$ cat src/rtl/io_wait_controller.sv
// Stalls the CPU while an IO read/write runs IDLE->SETUP->ACCESS->DONE against a slow peripheral.
// Latency: WAIT_MIN+2 stall cycles minimum; dev_ready extends ACCESS, and the access aborts after TIMEOUT cycles.
module io_wait_controller #(
    parameter int unsigned WAIT_MIN = 2,
    parameter int unsigned TIMEOUT  = 255
) (
    input  logic        clock,
    input  logic        reset_n,
    input  logic        ioread,
    input  logic        iowrite,
    input  logic [31:0] address,
    input  logic [31:0] wdata,
    input  logic [15:0] dev_rdata,
    input  logic        dev_ready,
    input  logic        err_clr,
    output logic        cpu_stall,
    output logic [31:0] io_addr,
    output logic [31:0] io_wdata,
    output logic        io_rd,
    output logic        io_wr,
    output logic [31:0] rdata,
    output logic        busy,
    output logic        addr_err,
    output logic        timeout_err
);

    typedef enum logic [1:0] {S_IDLE, S_SETUP, S_ACCESS, S_DONE} state_t;

    localparam logic [7:0] C_EXIT_MIN = 8'(WAIT_MIN - 1);
    localparam logic [7:0] C_TO_LAST  = 8'(TIMEOUT - 1);

    state_t      r_state;
    state_t      w_next;
    logic [7:0]  r_cnt;
    logic        r_is_wr;
    logic [31:0] r_addr;
    logic [31:0] r_wdata;
    logic [15:0] r_rdata;
    logic        r_timeout_err;

    logic        w_req;
    logic        w_in_window;
    logic        w_accept;
    logic        w_addr_bad;
    logic        w_ready_exit;
    logic        w_abort;

    assign w_req        = ioread | iowrite;
    assign w_in_window  = (address[31:10] == 22'h3FFFFF);
    // Gated by reset_n so the combinational request outputs stay low while reset is held.
    assign w_accept     = reset_n && (r_state == S_IDLE) && w_req && w_in_window;
    assign w_addr_bad   = reset_n && (r_state == S_IDLE) && w_req && !w_in_window;
    assign w_ready_exit = (r_state == S_ACCESS) && (r_cnt >= C_EXIT_MIN) && dev_ready;
    assign w_abort      = (r_state == S_ACCESS) && (r_cnt == C_TO_LAST) && !w_ready_exit;

    always_ff @(posedge clock or negedge reset_n) begin
        if (!reset_n) begin
            r_state <= S_IDLE;
        end else begin
            r_state <= w_next;
        end
    end

    always_comb begin
        w_next = r_state;
        case (r_state)
            S_IDLE:   if (w_accept) w_next = S_SETUP;
            S_SETUP:  w_next = S_ACCESS;
            S_ACCESS: if (w_ready_exit || w_abort) w_next = S_DONE;
            S_DONE:   w_next = S_IDLE;
            default:  w_next = S_IDLE;
        endcase
    end

    always_comb begin
        cpu_stall = 1'b0;
        io_rd     = 1'b0;
        io_wr     = 1'b0;
        busy      = 1'b0;
        addr_err  = 1'b0;
        case (r_state)
            S_IDLE: begin
                cpu_stall = w_accept;
                addr_err  = w_addr_bad;
            end
            S_SETUP: begin
                cpu_stall = 1'b1;
                busy      = 1'b1;
            end
            S_ACCESS: begin
                cpu_stall = 1'b1;
                busy      = 1'b1;
                io_rd     = !r_is_wr;
                io_wr     = r_is_wr;
            end
            S_DONE: begin
                busy      = 1'b1;
            end
            default: begin
                busy      = 1'b0;
            end
        endcase
    end

    always_ff @(posedge clock or negedge reset_n) begin
        if (!reset_n) begin
            r_cnt         <= 8'd0;
            r_is_wr       <= 1'b0;
            r_addr        <= 32'd0;
            r_wdata       <= 32'd0;
            r_rdata       <= 16'd0;
            r_timeout_err <= 1'b0;
        end else begin
            if (w_accept) begin
                r_addr  <= address;
                r_wdata <= wdata;
                r_is_wr <= iowrite;
            end

            if (r_state == S_SETUP) begin
                r_cnt <= 8'd0;
            end else if (r_state == S_ACCESS) begin
                r_cnt <= r_cnt + 8'd1;
            end

            if (w_ready_exit && !r_is_wr) begin
                r_rdata <= dev_rdata;
            end else if (w_abort && !r_is_wr) begin
                r_rdata <= 16'd0;
            end

            // An abort in the same cycle as err_clr leaves the flag set.
            if (w_abort) begin
                r_timeout_err <= 1'b1;
            end else if (err_clr) begin
                r_timeout_err <= 1'b0;
            end
        end
    end

    assign io_addr     = r_addr;
    assign io_wdata    = r_wdata;
    assign rdata       = {16'h0000, r_rdata};
    assign timeout_err = r_timeout_err;

endmodule

$ cat config.mk
export PLATFORM = sky130hd
export DESIGN_NAME = io_wait_controller
export DESIGN_NICKNAME = d
export VERILOG_FILES = /design/src/rtl/io_wait_controller.sv
export SDC_FILE = /design/constraint.sdc
export NUM_CORES = 1
export LEC_CHECK = 0
export CAP_MARGIN = 20
export CORE_MARGIN = 10
export CORE_UTILIZATION = 44
export CTS_CLUSTER_DIAMETER = 80
export DETAILED_ROUTE_END_ITERATION = 6
export GPL_TIMING_DRIVEN = 0
export PLACE_DENSITY_LB_ADDON = 0.05
export SLEW_MARGIN = 20
export SYNTH_ARGS = -nofsm -noshare
export SYNTH_HDL_FRONTEND = slang
export SYNTH_SLANG_ARGS = --single-unit
$ cat constraint.sdc
create_clock -name clock -period 4.7 [get_ports clock]
set_input_delay 0.94 -clock clock [delete_from_list [all_inputs] [get_ports clock]]
set_output_delay 0.94 -clock clock [all_outputs]
set_load 0.005 [all_outputs]
# Word level (Yosys, flattened, before mapping)
# Index checks and enable logic that the tools add are counted.
[totals]
reg_bits = 92
input_bits = 86
out_inout_bits = 102
elab_cells = 52
[op_classes]
n_addsub = 1
order_cmp = 1
n_eq_ne = 7
muxes = 14
bitwise_logic = 1
reduce_logical = 21
[op_table]
columns = ["cell", "count"]
rows = [
  ["16-bit two-way mux", 2],
  ["22-bit equality test (second input constant)", 1],
  ["8-bit two-way mux", 2],
  ["1-bit logical AND", 10],
  ["8-bit by 1-bit adder with 8-bit output (second input constant)", 1],
  ["8-bit equality test (second input constant)", 1],
  ["8-bit by 1-bit >= comparator with 1-bit output (second input constant)", 1],
  ["2-bit case mux with 4 select lines", 1],
  ["1-bit two-way mux", 6],
  ["2-bit nonzero test", 3],
  ["2-bit equality test (second input constant)", 2],
  ["2-bit two-way mux", 2],
  ["1-bit logical NOT", 3],
  ["3-bit OR reduction", 1],
  ["2-bit by 1-bit equality test with 1-bit output (second input constant)", 1],
  ["2-bit logical NOT", 1],
  ["2-bit by 1-bit inequality test with 1-bit output (second input constant)", 1],
  ["2-bit inequality test (second input constant)", 1],
  ["1-bit case mux with 2 select lines", 1],
  ["2-bit AND reduction", 1],
  ["2-bit OR reduction", 1],
  ["1-bit logical OR", 1],
  ["1-bit bitwise OR", 1],
]

# Longest topological paths before layout
[logic_depth]
depth_word = 8
depth_mapped = 8
depth_no_buf = 6

# Worst setup path before layout
# Ideal clock, no wire load.
[synth_timing]
path_type = "input -> output"
startpoint = "in address[31]"
endpoint = "out cpu_stall"
arrival_ns = 2.040
required_time_ns = 3.760
slack_ns = 1.720
path_stages = 6
n_path_buf = 2
cell_sequence = "nand4_1 -> nor4_2 -> nand3_1 -> buf_2 -> clkbuf_1 -> a21oi_1"
[synth_between]
elab_chain_cells = 3
[synth_rtl]
columns = ["element", "line", "source"]
rows = [
  ["start: declaration", "11", "input logic [31:0] address,"],
  ["22-bit equality test", "49", "assign w_in_window = (address[31:10] == 22'h3FFFFF);"],
  ["1-bit logical AND", "51", "assign w_accept = reset_n && (r_state == S_IDLE) && w_req && w_in_window;"],
  ["1-bit case mux with 2 select lines", "81", "case (r_state)"],
  ["end: declaration", "16", "output logic cpu_stall,"],
]
# No other way between the ends.

# Worst setup path after layout
[layout_timing]
startpoint = "in address[25]"
endpoint = "out cpu_stall"
# The elaborated chain is that of the path after synthesis.

==> flow_summary_export.csv <==
group,metric,value,unit
floorplan,coreArea,8341,um^2
clocking,postCtsSetupBuffers,0,
synthesis,synth-main-ff-cell,"dfrtp_1",
floorplan,die_x,113.2,um
synthesis,synth_common_cells,"dfrtp_1 (92), mux2_2 (43), nand2b_1 (22), a22o_2 (16), buf_4 (16)",
setup_path,arrival,3.34,ns
setup_path,crit_path_top_delay_cell,"clkdlybuf4s50_1",
power,p_leak,0.002857,uW
place,io_buffers,171,
synthesis,ys_types,38,
clocking,cts_hold_buf,0,
global_routing,track_usage,0.1637,
place,dp_hpwl,8460,um
synthesis,yosys.area.top_type,"dfrtp_1",
global_routing,grt_max_degree,72,
setup_path,reg2reg_from,"r_state[0]",
global_routing,overflow,0,
status,status,"finished, final reports clean",
clocking,numClockSinks,92,
clocking,cts_buffer_depth,2,
synthesis,yosys.area_share.adder,0.02945,
clocking,clk_latency,0.35,ns
drt,routed_wl,10570,um
timing,hold_viol_final,0,
timing,finalCritPeriodShare,0.9109,
synthesis,yosys.area_share.simple,0.09195,
global_routing,grt_first_pass_wirelength,16910,um
clocking,clk_pin_slew_worst_paths,0.09,ns
drt,vias,2855,
synthesis,synth_top_area_frac,0.6021,
floorplan,row_count,33,
drt,routed_via_density,4.839,
setup_path,reg2reg_depth,8,
setup_path,crit_fanout,10,
clocking,cts_root_buf,"clkbuf_8",
floorplan,initial_core_util,0.4584,
clocking,cts_inserted_buffers,9,
synthesis,syn_avg_cell_area,13.56,um^2
timing,rsz0062_at_grt,"no",
clocking,htreeDepth,3,
global_routing,grt_use_met2,0.2723,
job,drv_cap,0,
power,vdd_drop_max,236.8,uV
drt,first_pass_iters,4,
floorplan,io_pins,188,
synthesis,synth_area_leaders,"dfrtp_1 (60%), mux2_2 (13%), a22o_2 (4.2%), nand2b_1 (3.6%), buf_4 (3.1%)",
cells_and_area,fin_area,5938,um^2
synthesis,syn-cell-area,3824,um^2
synthesis,synth_compound_area_frac,0.08442,
synthesis,synth-xor-area-share,0.006872,
timing,post-route-min-period,4.281,ns
cells_and_area,antenna_cells,0,
setup_path,cp-end-kind,"primary output",
global_routing,antenna_found_initial,0,
setup_path,crit_top_cell,"clkdlybuf4s50_1",
setup_path,worstPathRequired,3.76,ns
synthesis,async_flop_share,1.000,
synthesis,yosysMostFrequentCell,"dfrtp_1",
timing,tns,0,ns
clocking,cts_tree,"built",
synthesis,synth_top_family_by_area,"multiplexers",
timing,drv_slew,0,
cells_and_area,syn_to_final_growth,55.30,%
global_routing,grt_busiest_layer,"met2",
cells_and_area,layout.nets,575,
drt,drtAntennaViolNets,0,
cells_and_area,layout.cells.non_filler,590,
global_routing,grtUsageMet3,0.07607,
synthesis,yosysWarningCount,0,
synthesis,yosysSeqAreaShare,0.6021,
setup_path,worstSetupPathType,"in2out",
synthesis,synth-seq-cells,92,
setup_path,slowest_delay,0.54,ns
place,dp.cells,574,
drt,drtIter0Drc,116,
drt,wl_per_cell,17.92,um
drt,drc,0,
setup_path,path_cells,"clkdlybuf4s50_1, nand4_1, nor4_2, nand3_1, buf_2, clkbuf_1, a21oi_1, clkdlybuf4s50_1",
synthesis,syn-instance-count,282,
clocking,post_cts_resized,0,
setup_path,rrSetupSlack,2.52,ns
timing,holdWs,0.4293,ns
synthesis,synth_edf_count,0,
worst_hold_path,holdCritPathClass,"in2async",
timing,finClkSkew,0.007342,ns
timing,fmax,0.2336,GHz
setup_path,r2r-end,"io_wdata[1]",
floorplan,die_h,113.2,um
synthesis,synth.area.mux_share,0.1296,
place,place_area,5752,um^2
timing,setup_viol,0,
power,p_per_area,354.2,nW/um^2
global_routing,grt.met1_usage,0.1874,
global_routing,grt_pass1_vias,3181,
cells_and_area,drive_above_1_share,0.2206,
setup_path,crit_path_start_kind,"input port",
floorplan,die_area,12820,um^2
place,gp_congestion,0.7850,
[routing by layer]
layer  up-vias  part of all wire
met1      1376              0.39
met4         0            0.0098
li1       1359                 -
met3         7              0.10
met5         -                 0
met2       113              0.49
[worst max-delay path, delay by kind of cell]
kind / cells / cell delay (ns)
AND/OR/NAND/NOR: 3 / 0.66
AO/OA/AOI/OAI: 1 / 0.24
buffers and inverters: 4 / 1.49
[power by group]
group          internal, uW  switching, uW
registers               884           69.8
logic                   382            269
clock network           222            277
[placed cells by master (no fill, tap or decap), types with 4 or more instances in the layout]
cell	count
a21oi_1	6
a22o_2	16
buf_2	5
buf_4	16
clkbuf_8	11
clkdlybuf4s50_1	170
conb_1	16
dfrtp_1	92
ha_1	9
inv_1	9
mux2_2	43
nand2_1	6
nand2b_1	22
nand4_1	11
nor2_1	4
o211ai_1	4
o21ai_0	7
[final cells by class]
type                    instances  area (um^2)
clock buffers                  11        151.4
repair buffers                172         1740
fillers                       632         2402
clock inverters                 5        35.03
plain buffers                  25        175.2
flip-flops and latches         92         2302
multi-input cells             171         1369
well taps                     105        131.4
inverters                       9        33.78
[state kept, by name, summed over array words and instances (netlist names)]
name	cells
io_wdata	32
r_rdata	16
timeout_err	1
r_cnt	8
r_state	2
r_is_wr	1
io_addr	32
[worst max path at each step]
stage                start         to  slack [ns]  depth (start not counted)
3_5_place_dp   address[25]  cpu_stall        0.40                          8
6_report       address[25]  cpu_stall        0.42                          8
4_1_cts        address[25]  cpu_stall        0.39                          8
3_3_place_gp       reset_n  cpu_stall       -2.85                          8
2_1_floorplan  address[31]  cpu_stall        1.72                          6
5_1_grt        address[25]  cpu_stall        0.22                          8
[metrics by stage]
stage	worst slack (ns)	power (uW)	utilization
floorplan	1.720	1278	-
global placement	-2.846	1607	0.6862
detailed placement	0.4014	1626	0.6896
CTS	0.3880	2132	0.7120
global route	0.2173	2236	0.7120
finish	0.4188	2104	0.7120
[cells by family after synthesis]
kind of cell,count (synthesis)
AO/OA/AOI/OAI,41
XOR/XNOR,3
adder cells (fa/ha/maj),9
buffers and inverters,34
flip-flops,92
multiplexers,44
other,1
AND/OR/NAND/NOR,58
Power figures use the tool's default switching activity.
